==> src/rtl/bcd_pkg.sv <==
// Shared types and constants for the BCD-to-binary converter.
package bcd_pkg;

  typedef enum logic [1:0] {
    IDLE  = 2'd0,
    SHIFT = 2'd1,
    DONE  = 2'd2
  } bcdState;

  localparam logic [3:0] DIGIT_MAX  = 4'd9;
  localparam logic [3:0] ADJ_THRESH = 4'd8;
  localparam logic [3:0] ADJ_SUB    = 4'd3;

  // Smallest binary width that can hold the largest value of 'digits' BCD digits.
  function automatic int minBinWidth(input int digits);
    longint maxVal;
    int width;
    maxVal = 1;
    for (int i = 0; i < digits; i++) begin
      maxVal = maxVal * 10;
    end
    maxVal = maxVal - 1;
    width = 0;
    while ((longint'(1) << width) <= maxVal) begin
      width = width + 1;
    end
    return width;
  endfunction

endpackage

==> src/rtl/bcd_digit_adj.sv <==
// One-digit corrector for reverse double-dabble: digits that reach 8 after a
// right shift lose 3, undoing the halving carry of 10 into 5.
module bcd_digit_adj
  import bcd_pkg::*;
(
  input  logic [3:0] digitIn,
  output logic [3:0] digitOut
);

  assign digitOut = (digitIn >= ADJ_THRESH) ? (digitIn - ADJ_SUB) : digitIn;

endmodule

==> src/rtl/bcd_to_binary.sv <==
// Sequential packed-BCD to unsigned binary converter, one conversion in flight.
//
//   state | meaning
//   IDLE  | in_ready high, waiting for a BCD word
//   SHIFT | one shift/correct step per clock, BIN_W steps total
//   DONE  | out_valid high, result held until out_ready
module bcd_to_binary
  import bcd_pkg::*;
#(
  parameter int DIGITS = 3,
  parameter int BIN_W  = 10
) (
  input  logic                  clk,
  input  logic                  rst_n,
  input  logic                  in_valid,
  output logic                  in_ready,
  input  logic [4*DIGITS-1:0]   bcd,
  output logic                  out_valid,
  input  logic                  out_ready,
  output logic [BIN_W-1:0]      binary,
  output logic                  digit_err,
  output logic                  ovf8
);

  localparam int BCD_W = 4 * DIGITS;
  localparam int WORK_W = BCD_W + BIN_W;
  localparam int CNT_W = $clog2(BIN_W + 1);
  localparam logic [CNT_W-1:0] LAST_STEP = CNT_W'(BIN_W - 1);

  if (BIN_W < minBinWidth(DIGITS)) begin : gBinWidthCheck
    $error("bcd_to_binary: BIN_W is too narrow for DIGITS");
  end

  bcdState            state;
  bcdState            nextState;
  logic [WORK_W-1:0]  work;
  logic [WORK_W-1:0]  workShifted;
  logic [WORK_W-1:0]  workAdj;
  logic [CNT_W-1:0]   stepCount;
  logic               digitBad;
  logic               ovfNext;
  logic               lastStep;

  assign workShifted = work >> 1;
  assign workAdj[BIN_W-1:0] = workShifted[BIN_W-1:0];
  assign lastStep = (stepCount == LAST_STEP);

  for (genvar g = 0; g < DIGITS; g++) begin : gDigit
    bcd_digit_adj uAdj (
      .digitIn  (workShifted[BIN_W+4*g +: 4]),
      .digitOut (workAdj[BIN_W+4*g +: 4])
    );
  end

  // Flag any input nibble outside the decimal range.
  always_comb begin
    digitBad = 1'b0;
    for (int i = 0; i < DIGITS; i++) begin
      if (bcd[4*i +: 4] > DIGIT_MAX) begin
        digitBad = 1'b1;
      end
    end
  end

  // Result exceeds the 8-bit ALU range when any bit above bit 7 is set.
  always_comb begin
    ovfNext = 1'b0;
    for (int i = 8; i < BIN_W; i++) begin
      ovfNext = ovfNext | workAdj[i];
    end
  end

  // State register.
  always_ff @(posedge clk) begin
    if (!rst_n) begin
      state <= IDLE;
    end else begin
      state <= nextState;
    end
  end

  // Next-state decode.
  always_comb begin
    nextState = state;
    case (state)
      IDLE: begin
        if (in_valid) begin
          nextState = digitBad ? DONE : SHIFT;
        end
      end
      SHIFT: begin
        if (lastStep) begin
          nextState = DONE;
        end
      end
      DONE: begin
        if (out_ready) begin
          nextState = IDLE;
        end
      end
      default: nextState = IDLE;
    endcase
  end

  // Handshake outputs follow the state directly.
  always_comb begin
    in_ready  = (state == IDLE);
    out_valid = (state == DONE);
  end

  // Working register, step counter and result registers; results only move on entry to DONE.
  always_ff @(posedge clk) begin
    if (!rst_n) begin
      work      <= '0;
      stepCount <= '0;
      binary    <= '0;
      digit_err <= 1'b0;
      ovf8      <= 1'b0;
    end else begin
      case (state)
        IDLE: begin
          if (in_valid) begin
            if (digitBad) begin
              binary    <= '0;
              digit_err <= 1'b1;
              ovf8      <= 1'b0;
            end else begin
              work      <= {bcd, {BIN_W{1'b0}}};
              stepCount <= '0;
            end
          end
        end
        SHIFT: begin
          work      <= workAdj;
          stepCount <= stepCount + CNT_W'(1);
          if (lastStep) begin
            binary    <= workAdj[BIN_W-1:0];
            digit_err <= 1'b0;
            ovf8      <= ovfNext;
          end
        end
        default: begin
        end
      endcase
    end
  end

endmodule
==> config.mk <==
export PLATFORM = sky130hd
export DESIGN_NAME = bcd_to_binary
export DESIGN_NICKNAME = d
export VERILOG_FILES = /design/src/rtl/bcd_pkg.sv /design/src/rtl/bcd_digit_adj.sv /design/src/rtl/bcd_to_binary.sv
export SDC_FILE = /design/constraint.sdc
export NUM_CORES = 1
export LEC_CHECK = 0
export CORE_MARGIN = 2
export CORE_UTILIZATION = 55
export CTS_CLUSTER_SIZE = 40
export DETAILED_ROUTE_END_ITERATION = 6
export PLACE_DENSITY = 0.86
export SYNTH_ARGS = -nofsm -noshare
export SYNTH_HDL_FRONTEND = slang
export SYNTH_SLANG_ARGS = --single-unit
==> constraint.sdc <==
create_clock -name clk -period 2.3 [get_ports clk]
set_input_delay 0.23 -clock clk [delete_from_list [all_inputs] [get_ports clk]]
set_output_delay 0.23 -clock clk [all_outputs]
set_load 0.05 [all_outputs]
==> metrics.txt, run 1 <==
post-synth top area share 45.5%; cell chosen for the clock root clkbuf_4; via density per instance between 5 and 6; final core utilization between 60% and 70%; actual transition at the worst max-transition pin roughly 0.68 ns; Top Ports 30; number of buffers added on ports 29; CTS H-Tree Depth 2; final net count between 200 and 250; part of the Yosys area used for sequential elements approximately 46%; top cells by area in the synthesized netlist dfxtp_1, a22o_1, nor2_1; CTS Buffer Depth 2; areal power density over the cells around 630 mW/mm²; TritonCTS clock tree done; HP Class in2reg; standby leakage power roughly 0.75 nW; net count of the mapped netlist 208; post-route setup TNS 0 ns; Core Rows 20; grt total ovfl 0; # Max-Cap Violations 0; count of inserted antenna diode cells 0; Placer Congestion roughly 0.78; largest net degree at the start of global routing 31; antenna violations before repair 0; first-pass GRT wire length approximately 6600 µm; placeable core region between 0.003 and 0.004 mm²; fraction of final layout cells with drive strength greater than 1 a little over a tenth; detailed-router iteration count before antenna repair 4; number of clock sinks seen by CTS 39; total routed wirelength a little under 4000 µm; worst-case vdd ir drop 0.000412 V; final hold slack roughly 0.46 ns; number of buffers created by CTS 5; Startpoint Class flip-flop; Die Wd 59.8 µm; Cell Area, Synth ~0.0017 mm²; yosys synthesis warning count 0; outcome finished, final reports clean; arrival time of data at the critical path endpoint approximately 1.8 ns; required time at the worst-slack endpoint 2.07 ns; final setup fails 0; Mean Syn Cell Area between 9 and 10 µm²; clock-pin slew of the registers on the worst-case setup and hold paths ~0.11 ns; relative slew slack a little over half; number of distinct library cells after synthesis 36; Min Clock Period, post-route 2.05 ns; DR vias between 1k and 1.5k; total count of hold-check failures in the final report 0; Starting Density between 50% and 60%; Worst Setup End Kind output port; height of the die approximately 60 µm; final clock skew ~0.0093 ns; library cell occupying the most area in the post-synthesis netlist dfxtp_1; number of design-rule violations left by the first detailed-router iteration 126; highest net fanout along the worst path 6; RSZ-0062 raised after global routing no; post-detailed-route wirelength per cell 15.6 µm; maximum clock frequency about 0.5 GHz; Slew Viols, Final 0; post-route ant nets 0; global routing usage summed across all routing layers approximately 24%; hold buffer count at cts 0; post-route clock period utilization 89.3%; Detailed Place HPWL 2660 µm; critical path class reg2out; fill cell instance count of the final layout between 200 and 250; synthesized instance count between 150 and 200; source-to-sink clock delay at the later pin of the worst-skew pair roughly 0.34 ns; area of the die around 0.0036 mm²; area overhead of the layout relative to synthesis 21.7%; DR DRC count 0; number of global-route vias before repair around 1.5k; dpl cells between 200 and 250; Post-Layout Cell Count around 250; synthesized flop and latch total 39
==> through the flow <==
step	cell area [µm²]	worst slack, ns	total power [mW]
after detailed placement	2010	0.0898	0.927
after floorplan	1720	0.816	0.861
after global routing	2090	0.167	1.36
after CTS	2080	0.123	1.31
final	2090	0.247	1.31
after global placement	2010	0.230	0.919
==> flip-flops by register name, summed over array words and instances (netlist names) <==
signal and cells:
binary 10, digit_err 1, ovf8 1, state 2, stepCount 4, work 21
==> cells in the mapped netlist (all sizes together) <==
cell    count
inv         6
xnor2       4
o21ai       6
buf         9
a211oi      1
nand3       2
a41o        1
nor3b       2
o211ai      6
a21bo       1
a22oi      10
and4        1
clkbuf      3
nand2      21
a21boi      2
dfxtp      39
a211o       2
a41oi       1
nand3b      1
o21a        1
nor3        1
a21oi      12
a311oi      7
or3         1
nor2       23
ha          6
nor2b       5
a22o       10
nand2b      2
==> timing repair <==
| item | in CTS | in global routing |
|---|---|---|
| endpoints found under the setup margin | 0 | 1 |
| resized for setup | 0 | 1 |
| setup buffers | 0 | 0 |
==> layout make-up <==
type                       count  area, µm²  area share, %
sequential                    39        781           37.4
inverter                       6       22.5           1.08
tap                           33       41.3           1.98
timing repair buffer          34        328           15.7
multi-input combinational    129        847           40.6
clock buffer                   8       68.8           3.30
==> layout by cell type (no fill, tap or decap), types with 2 or more instances in the layout <==
cell type,n
a21oi_1,12
clkbuf_4,5
a22oi_1,10
o211ai_1,6
ha_1,6
nand2b_1,2
clkbuf_8,2
buf_4,5
o21ai_0,2
clkdlybuf4s50_1,29
nand3_1,2
xnor2_1,4
o21ai_2,3
nor2_1,23
dfxtp_1,39
nand2_1,21
a311oi_1,7
a211o_1,2
nor2b_1,4
inv_1,6
a22o_1,10
==> layer usage <==
metal	wire length [µm]	GRT usage, %
met3	166	6.06
met5	0	0
met2	1940	41.3
met1	1730	29.4
met4	45	9.52
==> critical path, stage by stage, from the launching register on <==
cell             delay (ns)
dfxtp_1                0.45
nor2b_1                0.20
clkdlybuf4s50_1        0.82
==> cells by family after synthesis <==
group	share of synthesized area, %
AO/OA/AOI/OAI	26.8
XOR/XNOR	2.04
adder cells (fa/ha/maj)	4.38
buffers and inverters	5.40
flip-flops	45.5
AND/OR/NAND/NOR	15.8
==> final timing paths <==
path / to / startpoint / cells past startpoint / slack (ns)
setup reg to reg: ovf8 / stepCount[0] / 5 / 0.55
hold / removal: work[18] / bcd[8] / 3 / 0.46
hold reg to reg: work[19] / work[20] / 2 / 0.49
setup / recovery: out_valid / state[1] / 2 / 0.25
==> power by group <==
part | switching (mW) | internal (mW)
Combinational | 0.112 | 0.0839
Clock | 0.212 | 0.180
Sequential | 0.0226 | 0.696
Total | 0.347 | 0.960
Power figures use the tool's default switching activity.
==> inputs of run 2 (changes only) <==
--- a/config.mk
+++ b/config.mk
@@ -6,10 +6,10 @@
 export NUM_CORES = 1
 export LEC_CHECK = 0
 export CORE_MARGIN = 2
-export CORE_UTILIZATION = 55
+export CORE_UTILIZATION = 30
 export CTS_CLUSTER_SIZE = 40
 export DETAILED_ROUTE_END_ITERATION = 6
-export PLACE_DENSITY = 0.86
+export PLACE_DENSITY = 0.53
 export SYNTH_ARGS = -nofsm -noshare
 export SYNTH_HDL_FRONTEND = slang
 export SYNTH_SLANG_ARGS = --single-unit
==> metrics.txt, run 2 (synthesized netlist as in run 1, its figures left out) <==
number of clock sinks seen by CTS 39; Overall Power between 1 and 1.5 mW; number of resized instances in the post-cts repair step 0; count of inserted antenna diode cells 0; cell with the largest stage delay on the worst path clkdlybuf4s50_1; post-route setup TNS 0 ns; depth of the worst register-to-register path 5; largest registers work x21, binary x10, stepCount x4; CP Cell Sequence nor2b_1 > clkdlybuf4s50_1; final setup fails 0; met1 usage 17.5%; outcome finished, final reports clean; post-CTS setup buffer count 0; source-to-sink clock delay at the later pin of the worst-skew pair roughly 0.29 ns; CTS Buffer Depth 2; capturing point of the worst reg2reg path binary[2]; fill cell instance count of the final layout ~570; area of the die between 0.006 and 0.007 mm²; first-pass GRT wire length 6440 µm; final clock skew 0.0101 ns; CTS H-Tree Depth 2; maximum clock frequency roughly 0.51 GHz; number of buffers created by CTS 5; cell chosen for the clock root clkbuf_8; Reg-to-Reg Start state[1]; met3 Use GR about 5%; number of design-rule violations left by the first detailed-router iteration 51; DR vias between 1k and 1.5k; number of global-route vias before repair ~1.4k; sequential cell area 781 µm²; final core utilization around two fifths; required time at the worst-slack endpoint between 2 and 2.5 ns; number of stages on the worst hold path 1; largest net degree at the start of global routing 20; via density per instance about 5; gate family responsible for the most delay along the worst path buffers and inverters; Starting Density between 30% and 40%; HP Class reg2reg; post-route clock period utilization 85.5%; arrival time of data at the critical path endpoint between 1.5 and 2 ns; final net count between 200 and 250; # Max-Cap Violations 0; capture endpoint of the worst hold path ovf8; Worst Setup End Kind output port; GRT met2 Usage 19.1%; highest-utilization routing layer at the global route stage met2; Buf/Inv on CP 1; largest register by flop count work; commonest non-fill, non-tap cells in the layout dfxtp_1, clkdlybuf4s50_1, nor2_1; actual transition at the worst max-transition pin ~0.50 ns; worst-case vdd ir drop about 0.00040 V; internal reg-to-reg setup slack around 0.75 ns; max reg flops 21; total count of hold-check failures in the final report 0; Core Rows 27; Hold Startpoint ovf8; relative slew slack about 66%; detailed-router iteration count before antenna repair 4; placeable core region about 0.0055 mm²; final hold slack between 0.4 and 0.5 ns; total routed wirelength ~3700 µm; area taken by multi-input logic gates approximately 840 µm²; grt total ovfl 0; RSZ-0062 raised after global routing no; area overhead of the layout relative to synthesis 28.3%; Slew Viols, Final 0; fraction of final layout cells with drive strength greater than 1 11.9%; Detailed Place HPWL around 2600 µm; DR DRC count 0; post-detailed-route wirelength per cell 12.7 µm; critical path class reg2out; standby leakage power ~0.78 nW; height of the die roughly 80 µm; Placer Congestion approximately 0.74; areal power density over the cells 680 mW/mm²; antenna violations before repair 0; Die Wd 79.6 µm; highest cell delay on the worst timing path 0.82 ns; highest net fanout along the worst path 6; hold buffer count at cts 0; TritonCTS clock tree done; clock-pin slew of the registers on the worst-case setup and hold paths 0.09 ns; most common cell after layout, fill and taps aside dfxtp_1; global routing usage summed across all routing layers about an eighth; number of buffers added on ports 29; post-route ant nets 0; Startpoint Class flip-flop; Min Clock Period, post-route 1.97 ns; Top Ports 30
-- run 2: metrics by stage --
step,worst slack [ns],std cells,area [µm²]
5_1_grt,0.239,291,2200
2_1_floorplan,0.816,186,1720
4_1_cts,0.325,291,2200
6_report,0.333,291,2200
3_3_place_gp,0.525,283,2090
3_5_place_dp,0.497,283,2090
-- run 2: cell type report --
type	count	share of cell area [%]
tap	72	4.09
sequential	39	35.5
clock inverter	3	2.10
multi-input combinational	129	38.3
timing repair buffer	37	15.9
clock buffer	5	3.13
inverter	6	1.02
-- run 2: worst max-delay path by stage --
stage	cells past startpoint	endpoint	slack, ns	startpoint
after floorplan	3	state[1]	0.82	state[1]
after global placement	6	work[12]	0.53	bcd[2]
after detailed placement	6	work[12]	0.50	bcd[2]
after CTS	2	out_valid	0.33	state[1]
after global routing	2	out_valid	0.24	state[1]
final	2	out_valid	0.33	state[1]
-- run 2: power breakdown --
part | internal, mW | leakage, nW | switching (mW)
combinational | 0.0868 | 0.411 | 0.110
clock | 0.327 | 0.0548 | 0.256
sequential | 0.695 | 0.316 | 0.0216
-- run 2: per-layer routing --
metal / routed length (µm) / up-vias
met5: 0 / -
met4: 15 / 0
met3: 170 / 2
met2: 1600 / 26
met1: 1920 / 671
li1: - / 726
-- run 2: worst reg2reg max path, stage by stage (launching register included) --
cell      delay (ns)
dfxtp_1         0.43
nand2b_1        0.39
nor2_1          0.13
a211oi_2        0.20
buf_4           0.20
a22o_1          0.15
